File: config.mk
export PLATFORM = sky130hd
export DESIGN_NAME = ifetch_queue
export DESIGN_NICKNAME = d
export VERILOG_FILES = /design/src/rtl/ifetch_queue.sv
export SDC_FILE = /design/constraint.sdc
export NUM_CORES = 1
export LEC_CHECK = 0
export ABC_AREA = 0
export CORE_ASPECT_RATIO = 1.75
export CORE_MARGIN = 4
export CORE_UTILIZATION = 40
export CTS_CLUSTER_DIAMETER = 200
export DETAILED_ROUTE_END_ITERATION = 10
export SYNTH_ARGS = -nofsm -noshare
export SYNTH_HDL_FRONTEND = slang
export SYNTH_SLANG_ARGS = --single-unit
File: constraint.sdc
create_clock -name clk_i -period 3.6 [get_ports clk_i]
set_input_delay 0.54 -clock clk_i [delete_from_list [all_inputs] [get_ports clk_i]]
set_output_delay 0.54 -clock clk_i [all_outputs]
set_load 0.05 [all_outputs]
File: src/rtl/ifetch_queue.sv
// Instruction fetch unit with a small in-order instruction queue and redirect/flush handling.
// Optional macro IFETCH_QUEUE_BYPASS_EN presents a response to an empty queue in its ack cycle.
module ifetch_queue #(
  parameter int          DEPTH    = 4,
  parameter logic [31:0] RESET_PC = 32'h0
) (
  input  logic        clk_i,
  input  logic        rst_i,
  output logic        imem_req_o,
  output logic [31:0] imem_addr_o,
  input  logic        imem_ack_i,
  input  logic [31:0] imem_data_i,
  input  logic        redirect_i,
  input  logic [31:0] redirect_addr_i,
  output logic        valid_o,
  input  logic        ready_i,
  output logic [31:0] inst_o,
  output logic [31:0] pc_o
);

  localparam int PTR_W = $clog2(DEPTH);
  localparam int CNT_W = $clog2(DEPTH + 1);
  localparam logic [CNT_W-1:0] FULL = CNT_W'(DEPTH);

  typedef enum logic [1:0] {IDLE, WAIT, DROP} state_e;

  state_e             state_q, state_d;
  logic [31:0]        fetch_pc_q, fetch_pc_d;
  logic [CNT_W-1:0]   count_q, count_d;
  logic [PTR_W-1:0]   wr_ptr_q, wr_ptr_d, rd_ptr_q, rd_ptr_d;
  logic [31:0]        pc_mem_q   [DEPTH];
  logic [31:0]        inst_mem_q [DEPTH];

  logic empty, issue, ack_ok, bypass_hit, push, pop, pop_q;

  assign empty  = (count_q == '0);
  assign issue  = !redirect_i && (count_q < FULL);
  assign ack_ok = (state_q == WAIT) && imem_ack_i && !redirect_i;

`ifdef IFETCH_QUEUE_BYPASS_EN
  assign bypass_hit = empty && ack_ok;
`else
  assign bypass_hit = 1'b0;
`endif

  assign valid_o = !empty || bypass_hit;
  assign pop     = valid_o && ready_i;
  assign pop_q   = pop && !empty;
  // A bypassed response consumed this cycle never enters the queue.
  assign push    = ack_ok && !(bypass_hit && ready_i);

  always_comb begin
    inst_o = 32'h0;
    pc_o   = 32'h0;
    if (!empty) begin
      inst_o = inst_mem_q[rd_ptr_q];
      pc_o   = pc_mem_q[rd_ptr_q];
    end else if (bypass_hit) begin
      inst_o = imem_data_i;
      pc_o   = fetch_pc_q;
    end
  end

  // NOTE: sequential state uses non-blocking assignments so every flop samples pre-edge values.
  always_ff @(posedge clk_i or negedge rst_i) begin
    if (!rst_i) state_q <= IDLE;
    else        state_q <= state_d;
  end

  // NOTE: every always_comb output gets a default first so no latch is inferred.
  always_comb begin
    state_d = state_q;
    case (state_q)
      IDLE:    if (issue) state_d = WAIT;
      WAIT: begin
        if (imem_ack_i)      state_d = IDLE;
        else if (redirect_i) state_d = DROP;
      end
      DROP:    if (imem_ack_i) state_d = IDLE;
      default: state_d = IDLE;
    endcase
  end

  always_comb begin
    imem_req_o  = (state_q == WAIT);
    imem_addr_o = fetch_pc_q;
  end

  always_comb begin
    fetch_pc_d = fetch_pc_q;
    count_d    = count_q;
    wr_ptr_d   = wr_ptr_q;
    rd_ptr_d   = rd_ptr_q;
    if (redirect_i) begin
      // Flush wins over any same-cycle push or pop.
      fetch_pc_d = redirect_addr_i & 32'hFFFF_FFFC;
      count_d    = '0;
      wr_ptr_d   = '0;
      rd_ptr_d   = '0;
    end else begin
      if (ack_ok) fetch_pc_d = fetch_pc_q + 32'd4;
      if (push)   wr_ptr_d   = wr_ptr_q + PTR_W'(1);
      if (pop_q)  rd_ptr_d   = rd_ptr_q + PTR_W'(1);
      case ({push, pop_q})
        2'b10:   count_d = count_q + CNT_W'(1);
        2'b01:   count_d = count_q - CNT_W'(1);
        default: count_d = count_q;
      endcase
    end
  end

  always_ff @(posedge clk_i or negedge rst_i) begin
    if (!rst_i) begin
      fetch_pc_q <= RESET_PC & 32'hFFFF_FFFC;
      count_q    <= '0;
      wr_ptr_q   <= '0;
      rd_ptr_q   <= '0;
    end else begin
      fetch_pc_q <= fetch_pc_d;
      count_q    <= count_d;
      wr_ptr_q   <= wr_ptr_d;
      rd_ptr_q   <= rd_ptr_d;
    end
  end

  // NOTE: storage is not reset; count_q alone decides which entries are meaningful.
  always_ff @(posedge clk_i) begin
    if (push) begin
      pc_mem_q[wr_ptr_q]   <= fetch_pc_q;
      inst_mem_q[wr_ptr_q] <= imem_data_i;
    end
  end

endmodule

==> summary.txt <==
Status: finished, final reports clean
Max Slew Vio Count: 0
Worst Hold Slack: 151 ps
Tmin final: 3460 ps
Hpwl dp: 16.1 mm
Setup crit start: count_q[1]$_DFFE_PN0P_
IO Count: 167
WS Path Type: reg -> out
Yosys top cell area share: 63.9%
CTS clock-pin slew for the worst setup and hold paths: 70 ps
Tcrit/Tclk final: 96.0%
Simple-gate share of the synthesized area: 8.79%
Setup ws final: 143 ps
Crit. End Element: primary output
Largest net degree at the start of global routing: 63
P_leak: 4.71 nW
PortBufs: 160
Wirelength per Cell: 21.1 µm
PD cells: 719 nW/µm²
First-pass GRT wire length: 39.7 mm
Worst r2r dst: imem_addr_o[30]$_DFFE_PN0N_
Worst R2R Setup Slack: 890 ps
Synth Cell Area: 11700 µm²
CTS Hold Bufs: 0
# Max-Cap Violations: 0
Crit Reg-Reg Startpoint: imem_addr_o[2]$_DFFE_PN0N_
DR vias/cell: 5.29
CP max-delay cell: clkdlybuf4s50_1
Crit path DAT: 2920 ps
CTS max path bufs: 3
Synth Instances: 658
Adder-cell share of the synthesized area: 0.709%
Row cnt: 82
Pre-CTS setup slack: 495 ps
Mux contribution to synthesized area: 12.2%
Worst Skew: 10.9 ps
Worst min path class: in -> async
Root buf cell: clkbuf_16
Crit-path max FO: 44
Top FF cell, synth: edfxtp_1
# nets final: 896
Sequential area share after synthesis: 72.3%
Die Ht: 234 µm
Share of cells above drive strength 1: 15.0%
Total CTS buffers: 25
Post-CTS setup buffers: 1
Fmax: 289 MHz
Final hold viol count: 0
Antenna diode count: 0
Post-synth cell types: 43
Vias in the first global route: 6921
Initial DRC Count: 423
Slew headroom: 37.5%
DRT Wirelength: 25.7 mm
Power Total: 0.0105 W
Die area: 32000 µm²
RD Place Congestion: 0.756
Via count: 6443
Die width: 137 µm
Core footprint: 28700 µm²
Unrepaired setup endpoints after global routing: false
Router iterations before antenna repair: 5
Post-route DRC: 0
H-tree Lvls: 1
Cell Chain, Critical Path: or3_2 -> buf_12 -> and2_1 -> clkdlybuf4s50_1
CP Launch Type: register
Critical Path End: pc_o[31]
Worst vdd ir: 393 µV
Ys async rst share: 13.6%
Core Util, Final: 50.9%
Worst path max stage delay: 760 ps
Post-CTS sizing: 0
Worst r2r path cells: 5
Compound-Gate Fraction of Synth Area: 3.08%
Yosys reg bits: 287
Dominant cells by area after synthesis: edfxtp_1, mux4_2, dfrtp_1
Crit path required time: 3060 ps
Post-synth top area cell: edfxtp_1
Antenna violation net count after detailed routing: 0
Mapped Avg Cell Area: 17.7 µm²
Post-synthesis xor/xnor area fraction: 0.977%
Initial antenna violation count: 0
Worst-Margin Slew: 937 ps
Setup tns final: 0 ps
Area Overhead vs Synth: 25.5%
Total GRT Usage: 16.2%
Initial Util: 40.6%
CTS tree: done
Sink Count: 287
Setup Viol. Count Final: 0
Combinational family with the most area after synthesis: multiplexers
Synth warn: 0
Clock insertion delay at the later pin of the skew report: 530 ps
Post-synth EDFFs: 248
Grt ovf: 0
-- cell usage after synthesis (2+ instances only) --
cell type	number
nand2_1	23
and4_1	3
nand3_1	10
edfxtp_1	248
nand4b_1	2
clkbuf_1	29
buf_2	8
a31oi_1	19
ha_1	5
xnor2_1	10
dfrtp_1	39
nor3_1	5
inv_1	9
a21oi_1	3
nor2b_1	3
buf_4	4
o21ai_0	13
mux4_2	62
and3_1	4
xor2_1	3
nand4_1	7
and2_1	65
or3_1	4
o31ai_1	15
o211ai_1	3
or4_1	19
nor2_1	26
mux2i_1	2
-- registers in the layout (all words and copies together) (netlist names) --
| name | flops |
|---|---|
| wr_ptr_q | 2 |
| imem_addr_o | 30 |
| inst_mem_q | 128 |
| count_q | 3 |
| rd_ptr_q | 2 |
| pc_mem_q | 120 |
| state_q | 2 |
-- final cells by class --
type	instances	area [µm²]
Inverter	10	37.5
Clock buffer	29	641
Timing Repair Buffer	176	1820
Multi-Input combinational cell	321	3030
Clock inverter	16	186
Fill cell	2404	14100
Sequential cell	287	8430
Tap cell	378	473
-- power breakdown --
part	internal, W	leakage (nW)	switching, W
Sequential	0.00376	2.70	0.000178
Combinational	0.00147	1.61	0.00238
Clock	0.00157	0.406	0.00116
-- cells in the final DEF (no fill, tap or decap), types with 4 or more instances in the layout --
cell | Yosys | layout
nor3_1 | 5 | 5
o31ai_1 | 15 | 15
dfrtp_1 | 39 | 37
buf_4 | 4 | 7
o21ai_0 | 13 | 13
inv_1 | 9 | 9
or4_1 | 19 | 19
xnor2_1 | 10 | 10
and3_4 | 0 | 4
clkinv_2 | 0 | 6
clkbuf_1 | 29 | 4
clkinv_1 | 1 | 4
mux4_2 | 62 | 62
nand4_1 | 7 | 7
clkdlybuf4s50_1 | 0 | 159
a31oi_1 | 19 | 19
nand2_1 | 23 | 23
nor2_1 | 26 | 26
ha_1 | 5 | 5
clkbuf_16 | 0 | 25
and2_1 | 65 | 65
conb_1 | 1 | 4
edfxtp_1 | 248 | 248
bufinv_16 | 0 | 4
nand3_1 | 10 | 10
buf_12 | 0 | 8
-- metrics by stage --
| step | cells | instance area, µm² |
|---|---|---|
| floorplan | 661 | 11700 |
| CTS | 1217 | 14600 |
| global route | 1217 | 14600 |
| finish | 1217 | 14600 |
| global placement | 1171 | 13800 |
| detailed placement | 1171 | 13800 |
-- critical path: cells and delay by family (launching register included) --
family,cells,cell delay (ps)
buf+inv,2,1040
flops,1,420
simple gates,2,910
-- cells by family (layout without fill, tap and decap cells) --
group / Yosys count / count (layout)
AOI/OAI and AO/OA: 56 / 56
xor gates and xnor gates: 13 / 13
adders and majority gates: 6 / 6
buffers and inverters: 53 / 231
DFF: 287 / 287
muxes: 64 / 64
other: 1 / 4
and+or+nand+nor: 178 / 178
-- routing by layer --
metal  part of all wire, %  global-route usage, %  vias to the layer above
li1                      -                      -                     2920
met1                    37                   19.2                     3309
met2                    56                   30.3                      171
met3                   3.9                   1.76                       43
met4                   2.7                   5.34                        0
met5                     0                      0                        -
-- worst min path at each step --
stage,endpoint,depth (start not counted),slack (ps),start
floorplan,count_q[0]$_DFFE_PN0P_,0,240,rst_i
global placement,state_q[0]$_DFFE_PN0P_,1,500,state_q[1]$_DFFE_PN0P_
detailed placement,state_q[0]$_DFFE_PN0P_,1,510,state_q[1]$_DFFE_PN0P_
CTS,imem_addr_o[2]$_DFFE_PN0N_,1,140,rst_i
global route,imem_addr_o[2]$_DFFE_PN0N_,1,200,rst_i
finish,imem_addr_o[3]$_DFFE_PN0N_,1,150,rst_i
(Power assumes the default switching activity.)
